<file path="src/rtl/onchip_mem_arbiter.sv">
// onchip_mem_arbiter
//   Shares one 32K x 8 single-port on-chip RAM (1-cycle read latency) between
//   the CPU data port (m0) and the sample-capture write engine (m1).
//   At most one access is issued per clock. Read data goes back to the port
//   that issued the read, qualified by that port's readdatavalid one cycle
//   after acceptance.
//
//   Build option: define ONCHIP_ARB_ROUND_ROBIN_EN for strict alternation when
//   both ports request. The default build uses fixed priority for m0 with a
//   HOLD_MAX anti-starvation slot for m1.
//
//   Handshake (both master ports): a request (read or write high) must stay
//   stable until the cycle in which waitrequest is low; the access is taken
//   on the rising edge that closes that cycle. read and write both high is a
//   write. Reads answer with readdatavalid high for exactly the next cycle.
//
//   Debug: dbg_last_gnt is the arbitration state (1 = m1 granted last),
//   dbg_run_cnt is the count of consecutive m0 grants while m1 was waiting.
module onchip_mem_arbiter #(
  parameter int ADDR_W   = 15,
  parameter int DATA_W   = 8,
  parameter int HOLD_MAX = 4
) (
  input  logic              clk,
  input  logic              reset,
  input  logic [ADDR_W-1:0] m0_address,
  input  logic              m0_read,
  input  logic              m0_write,
  input  logic [DATA_W-1:0] m0_writedata,
  output logic              m0_waitrequest,
  output logic [DATA_W-1:0] m0_readdata,
  output logic              m0_readdatavalid,
  input  logic [ADDR_W-1:0] m1_address,
  input  logic              m1_read,
  input  logic              m1_write,
  input  logic [DATA_W-1:0] m1_writedata,
  output logic              m1_waitrequest,
  output logic [DATA_W-1:0] m1_readdata,
  output logic              m1_readdatavalid,
  output logic [ADDR_W-1:0] mem_address,
  output logic              mem_chipselect,
  output logic              mem_write,
  output logic [DATA_W-1:0] mem_writedata,
  output logic              mem_clken,
  input  logic [DATA_W-1:0] mem_readdata,
  output logic              dbg_last_gnt,
  output logic [3:0]        dbg_run_cnt
);

  typedef enum logic {
    LAST0 = 1'b0,
    LAST1 = 1'b1
  } state_t;

  localparam logic [3:0] HOLD_LIM = 4'(HOLD_MAX);

  state_t            r_state;
  state_t            w_state_nxt;
  logic [3:0]        r_run_cnt;
  logic [3:0]        w_run_cnt_nxt;
  logic [ADDR_W-1:0] r_last_addr;
  logic              r_rdv0;
  logic              r_rdv1;

  logic              w_req0;
  logic              w_req1;
  logic              w_gnt0;
  logic              w_gnt1;
  logic              w_rd_acc0;
  logic              w_rd_acc1;

  assign w_req0 = m0_read | m0_write;
  assign w_req1 = m1_read | m1_write;

  // Grant decision: a lone requester wins at once; contention is settled by
  // the configured policy. Nothing is granted while reset is asserted.
  always_comb begin
    w_gnt0 = 1'b0;
    w_gnt1 = 1'b0;
    if (!reset) begin
      if (w_req0 && !w_req1) begin
        w_gnt0 = 1'b1;
      end else if (w_req1 && !w_req0) begin
        w_gnt1 = 1'b1;
      end else if (w_req0 && w_req1) begin
`ifdef ONCHIP_ARB_ROUND_ROBIN_EN
        if (r_state == LAST0) w_gnt1 = 1'b1;
        else                  w_gnt0 = 1'b1;
`else
        if (r_run_cnt == HOLD_LIM) w_gnt1 = 1'b1;
        else                       w_gnt0 = 1'b1;
`endif
      end
    end
  end

  // Next arbitration state: remember who won; track m0's run while m1 waits.
  always_comb begin
    w_state_nxt   = r_state;
    w_run_cnt_nxt = r_run_cnt;
    if (w_gnt1)      w_state_nxt = LAST1;
    else if (w_gnt0) w_state_nxt = LAST0;
`ifdef ONCHIP_ARB_ROUND_ROBIN_EN
    w_run_cnt_nxt = '0;
`else
    if (w_gnt1 || !w_req1) begin
      w_run_cnt_nxt = '0;
    end else if (w_gnt0 && (r_run_cnt != HOLD_LIM)) begin
      w_run_cnt_nxt = r_run_cnt + 4'd1;
    end
`endif
  end

  // Arbitration state register; reset favours m0 for the first contention.
  always_ff @(posedge clk or posedge reset) begin
    if (reset) begin
      r_state   <= LAST1;
      r_run_cnt <= '0;
    end else begin
      r_state   <= w_state_nxt;
      r_run_cnt <= w_run_cnt_nxt;
    end
  end

  // Keep the last issued address so the RAM address is steady when idle.
  always_ff @(posedge clk or posedge reset) begin
    if (reset) begin
      r_last_addr <= '0;
    end else if (w_gnt0) begin
      r_last_addr <= m0_address;
    end else if (w_gnt1) begin
      r_last_addr <= m1_address;
    end
  end

  assign w_rd_acc0 = w_gnt0 & m0_read & ~m0_write;
  assign w_rd_acc1 = w_gnt1 & m1_read & ~m1_write;

  // Read-return tags: one cycle after an accepted read; reset drops them.
  always_ff @(posedge clk or posedge reset) begin
    if (reset) begin
      r_rdv0 <= 1'b0;
      r_rdv1 <= 1'b0;
    end else begin
      r_rdv0 <= w_rd_acc0;
      r_rdv1 <= w_rd_acc1;
    end
  end

  // RAM-side mux: the granted port drives the RAM in the same cycle.
  always_comb begin
    mem_address    = r_last_addr;
    mem_write      = 1'b0;
    mem_writedata  = m0_writedata;
    mem_chipselect = w_gnt0 | w_gnt1;
    if (w_gnt0) begin
      mem_address   = m0_address;
      mem_write     = m0_write;
      mem_writedata = m0_writedata;
    end else if (w_gnt1) begin
      mem_address   = m1_address;
      mem_write     = m1_write;
      mem_writedata = m1_writedata;
    end
  end

  assign mem_clken        = 1'b1;
  assign m0_waitrequest   = reset | (w_req0 & ~w_gnt0);
  assign m1_waitrequest   = reset | (w_req1 & ~w_gnt1);
  assign m0_readdata      = mem_readdata;
  assign m1_readdata      = mem_readdata;
  assign m0_readdatavalid = r_rdv0;
  assign m1_readdatavalid = r_rdv1;
  assign dbg_last_gnt     = (r_state == LAST1);
  assign dbg_run_cnt      = r_run_cnt;

endmodule

</file>
<file path="config.mk">
export PLATFORM = sky130hd
export DESIGN_NAME = onchip_mem_arbiter
export DESIGN_NICKNAME = d
export VERILOG_FILES = /design/src/rtl/onchip_mem_arbiter.sv
export SDC_FILE = /design/constraint.sdc
export NUM_CORES = 1
export LEC_CHECK = 0
export ABC_AREA = 1
export ABC_CLOCK_PERIOD_IN_PS = 2200
export BUFFER_PORTS_ARGS = -buffer_cell sky130_fd_sc_hd__buf_2
export CAP_MARGIN = 10
export CELL_PAD_IN_SITES_DETAIL_PLACEMENT = 0
export CELL_PAD_IN_SITES_GLOBAL_PLACEMENT = 1
export CORE_ASPECT_RATIO = 0.5
export CORE_MARGIN = 2
export CORE_UTILIZATION = 29
export DETAILED_ROUTE_END_ITERATION = 7
export PLACE_DENSITY_LB_ADDON = 0.1
export SYNTH_ARGS = -nofsm -noshare
export SYNTH_HDL_FRONTEND = slang
export SYNTH_SLANG_ARGS = --single-unit
</file>
<file path="constraint.sdc">
create_clock -name clk -period 2.2 [get_ports clk]
set_clock_uncertainty 0.15 [all_clocks]
set_input_delay 0.22 -clock clk [delete_from_list [all_inputs] [get_ports clk]]
set_output_delay 0.22 -clock clk [all_outputs]
set_load 0.01 [all_outputs]
</file>
# [Word level (Yosys, flattened, before mapping)]
# Index checks and enable logic that the tools add are counted.
[op_classes] reduce_logical=9 bitwise_logic=15 muxes=20 eq_ne=2 n_addsub=1
[op_table] op="$mux 15" count=2
[op_table] op="$mux 8" count=2
[op_table] op="$mux 1" count=14
[op_table] op="$mux 4" count=2
[op_table] op="$and 1x1->1" count=6
[op_table] op="$or 1x1->1" count=5
[op_table] op="$add 4x1->4 const B" count=1
[op_table] op="$eq 4x3->1 const B" count=1
[op_table] op="$logic_and 1x1->1" count=4
[op_table] op="$ne 4x3->1 const B" count=1
[op_table] op="$not 1->1" count=4
[op_table] op="$reduce_bool 2->1" count=2
[op_table] op="$logic_not 1->1" count=2
[op_table] op="$logic_or 1x1->1" count=1
[totals] ff_bits=22 elab_cells=52 in_bits=60 output_inout_bits=51

# [Logic depth before layout (Yosys ltp)]
[logic_depth] depth_word=9 mapped_depth=8

# [Worst setup path after synthesis]
# Ideal clock, no wire load.
[synth_timing] kind="register to output" from="register r_run_cnt[0] (netlist: dbg_run_cnt[0])" to="output port mem_address[0]" arrival_ps=1298 required_ps=1830 setup_slack_ps=532 path_buffers=1 stages_incl_launch_ff=9 path_cell_list="dfrtp_1 > inv_1 > ha_1 > nand3_4 > inv_2 > nand2_4 > buf_6 > nand3_1 > nand3_1"
[synth_via] elab_chain_cells=8 word_cells_on_any_way=13
[synth_lines] item="start, declared" line_no="59" text="logic [3:0] r_run_cnt;"
[synth_lines] item="start signal, assigned" line_no="121" text="r_run_cnt <= w_run_cnt_nxt;"
[synth_lines] item="$eq 4x3->1 *" line_no="90" text="if (r_run_cnt == HOLD_LIM) w_gnt1 = 1'b1;"
[synth_lines] item="$mux 1" line_no="90"
[synth_lines] item="$mux 1" line_no="85" text="end else if (w_req0 && w_req1) begin"
[synth_lines] item="$mux 1" line_no="83" text="end else if (w_req1 && !w_req0) begin"
[synth_lines] item="$mux 1" line_no="81" text="if (w_req0 && !w_req1) begin"
[synth_lines] item="$mux 1" line_no="80" text="if (!reset) begin"
[synth_lines] item="$mux 15" line_no="160" text="end else if (w_gnt1) begin"
[synth_lines] item="$mux 15 *" line_no="156" text="if (w_gnt0) begin"
[synth_lines] item="end, declared" line_no="40" text="output logic [ADDR_W-1:0] mem_address,"
# Mark *: on every way between the ends. The rest lies on a longest branch, timed or not.

# [Worst setup path after layout]
[layout_timing] from="register r_run_cnt[0] (netlist: dbg_run_cnt[0])" to="output port mem_address[12]"
# Same word-level chain as after synthesis.

==> results.md <==
* Outcome: finished clean
* Post-synth EDFFs at 0
* Initial Util at 30.1%
* Max Clk Rate at 481 MHz
* Ys async rst share at 100%
* Min-delay worst type: in -> reg
* CP Class: reg -> out
* Total CTS buffers at 3
* Fin Hold WS at 0.0430 ns
* Crit-path max FO at 6
* Total I/O pin count at approximately 110
* Core box area at 4930 um2
* Tcrit/Tclk final at 94.4%
* Synth Cell Area at 1490 um2
* Most frequent cell after synthesis: nand3_1
* Synth top area share at 35.4%
* Critical path buffers and inverters at 3
* First-pass GRT wire length at 6820 um
* Final hold vios at 0
* Area share of fa/ha/maj cells after synthesis at 1.68%
* Worst vdd ir at 0.000259 V
* Vias in the first global route at 1454
* CP cell instances: inv_1 > ha_2 > nand3_4 > nand2_8 > buf_4 > nand3_1 > nand3_1 > buf_2
* H-tree depth at 1
* Synthesized flop and latch total at 22
* Synth warn at 0
* Post-Route WL at 4270 um
* Fill count at between 500 and 600
* Global placement routability congestion at 0.698
* Share of cells above drive strength 1 at 48.0%
* Critical Path Sink Type: output pin
* Max-cap violations at 0
* Wire per inst at about 13 um
* Die Wd at 105 um
* DR vias at between 1500 and 2000
* Latest clock arrival within the worst-skew pair at 0.26 ns
* Initial DRC count at 33
* WP data required at between 1.5 and 2 ns
* Synth Area in Compound Gates at under 10%
* RSZ-0062 raised after global routing: true
* Setup TNS at 0 ns
* DIE AREA at roughly 5700 um2
* Layout area overhead at 33.9%
* Die Span Y at between 50 and 60 um
* Post-Synth Simple-Gate Area at 40.4%
* Area of the multi-input gates at roughly 720 um2
* Max Root-Sink Buffers at 2
* Syn avg cell area at roughly 8.1 um2
* Clock transition at the registers of the reported paths at 0.09 ns
* Synth top area cells: dfrtp_1 (35%), nand3_1 (24%), buf_4 (10%)
* Final Setup Violations at 0
* Syn Nets at 246
* Synth area leader: dfrtp_1
* Root Buffer: clkbuf_8
* Top delay family on crit path: simple AND/OR/NAND/NOR gates
* First-pass iteration count of the detailed router at 4
* Worst path most repeated cell: nand3_1
* CP max stage delay at 0.41 ns
* Cell count after synthesis at 184
* Power Dens Cells at 644 nW/um2
* DR DRC count at 0
* Sequential area share after synthesis at between 30% and 40%
* Storage cell area at 554 um2
* Static Leakage at about 1.1 nW
* Initial antenna violation count at 0
* Via-to-Cell Ratio at 4.61
* # nets final at 319
* Ys flop type: dfrtp_1
* Overflow after GRT at 0
* Diodes inserted at 0
* Clock sink count at 22
* Gr usage total at 15.4%
* DP HPWL at 2940 um
* Max-slew headroom at 65.0%
* Startpoint types: flop
* Distinct cells, synth at 23
* CTS tree: yes
* Worst path slowest cell: dfrtp_2
* Slew Limit Fails at 0
* Input/output buffers at 85
* Largest net degree at the start of global routing at 27
* Mux contribution to synthesized area at 0%
* Post-Synth XOR/XNOR Area at less than 1%
* Tightest Pin Transition at 0.523 ns
* Post-synth top cells: nand3_1 (71), nand2_1 (27), dfrtp_1 (21), buf_4 (20), buf_6 (6)
* Largest family of logic cells by synthesized area: simple AND/OR/NAND/NOR gates
* Cell Rows at 18
* Final core occ at between 40% and 50%
* Worst EP arrival at 1.71 ns
* ANT nets after route at 0
* Tmin final at 2.08 ns
## cell usage in the layout, fill, tap and decap left out, types with 3 or more instances in the layout
master,Yosys,layout
a21oi_1,3,3
buf_2,1,85
buf_4,20,5
clkbuf_8,0,3
dfrtp_1,21,19
dlygate4sd3_1,0,3
inv_1,4,4
inv_2,5,5
nand2_1,27,27
nand2_4,5,3
nand3_1,71,66
nand3_2,2,7
nor2_1,4,4
## cell families after synthesis
kind of cell	after synthesis
DFF	22
adders and majority gates	2
buffers and inverters	37
AOI/OAI and AO/OA	6
xor gates and xnor gates	1
other	1
and+or+nand+nor	115
## worst paths after layout
path	startpoint	end	slack [ns]	cells after the start
worst max-delay path	dbg_run_cnt[0]	mem_address[12]	0.12	8
worst min-delay path	m0_address[7]	r_last_addr[7]	0.04	3
worst max register to register	dbg_run_cnt[0]	r_last_addr[3]	0.67	7
worst min register to register	dbg_last_gnt	dbg_last_gnt	0.34	2
max in group asynchronous	reset	dbg_last_gnt	1.11	4
min in group asynchronous	reset	r_last_addr[11]	0.48	4
## final cells by class
class / count / area share [%]
clock buffers: 3 / 2.07
clock inverters: 1 / 1.51
inverters: 10 / 2.01
multi-input cells: 125 / 36.3
flip-flops and latches: 22 / 27.8
well taps: 70 / 4.40
repair buffers: 95 / 25.9
## through the flow
step / total power (W) / cell area [um2] / setup WS [ns] / instances
floorplan: 0.000751 / 1490 / 0.532 / 184
global placement: 0.000862 / 1790 / 0.0213 / 314
detailed placement: 0.000861 / 1790 / -0.0195 / 314
CTS: 0.00127 / 1930 / 0.0442 / 323
global route: 0.00137 / 1990 / -0.0182 / 326
finish: 0.00128 / 1990 / 0.123 / 326
## routing by layer
metal / part of all wire [%] / GRT usage (%) / vias to the layer above / wire length [um]
met5: 0 / 0 / - / 0
met4: 1.1 / 5.11 / 0 / 47
met3: 7.3 / 4.88 / 12 / 313
met2: 47 / 26.3 / 52 / 2000
met1: 45 / 19.0 / 690 / 1910
li1: - / - / 750 / -
## power by group
part	internal, W	switching, W
sequential	0.000457	0.0000240
clock	0.000243	0.000145
combinational	0.000175	0.000238
total	0.000875	0.000406
## worst min-delay path: stages
cell     delay [ns]
buf_2          0.09
nand3_2        0.07
nand3_2        0.06
## sequential cells by signal, summed over array words and instances (netlist names)
name and cells:
m1_readdatavalid 1, dbg_run_cnt 4, m0_readdatavalid 1, r_last_addr 15, dbg_last_gnt 1
## what timing repair did
action | CTS | global route
pin swaps | 1 | 0
hold buffers | 3 | 0
setup buffers | 2 | 3
hold endpoints to repair | 23 | 0
endpoints found under the setup margin | 13 | 25
gates resized for setup | 3 | 10
No activity file was read; power rests on OpenSTA's default activity.
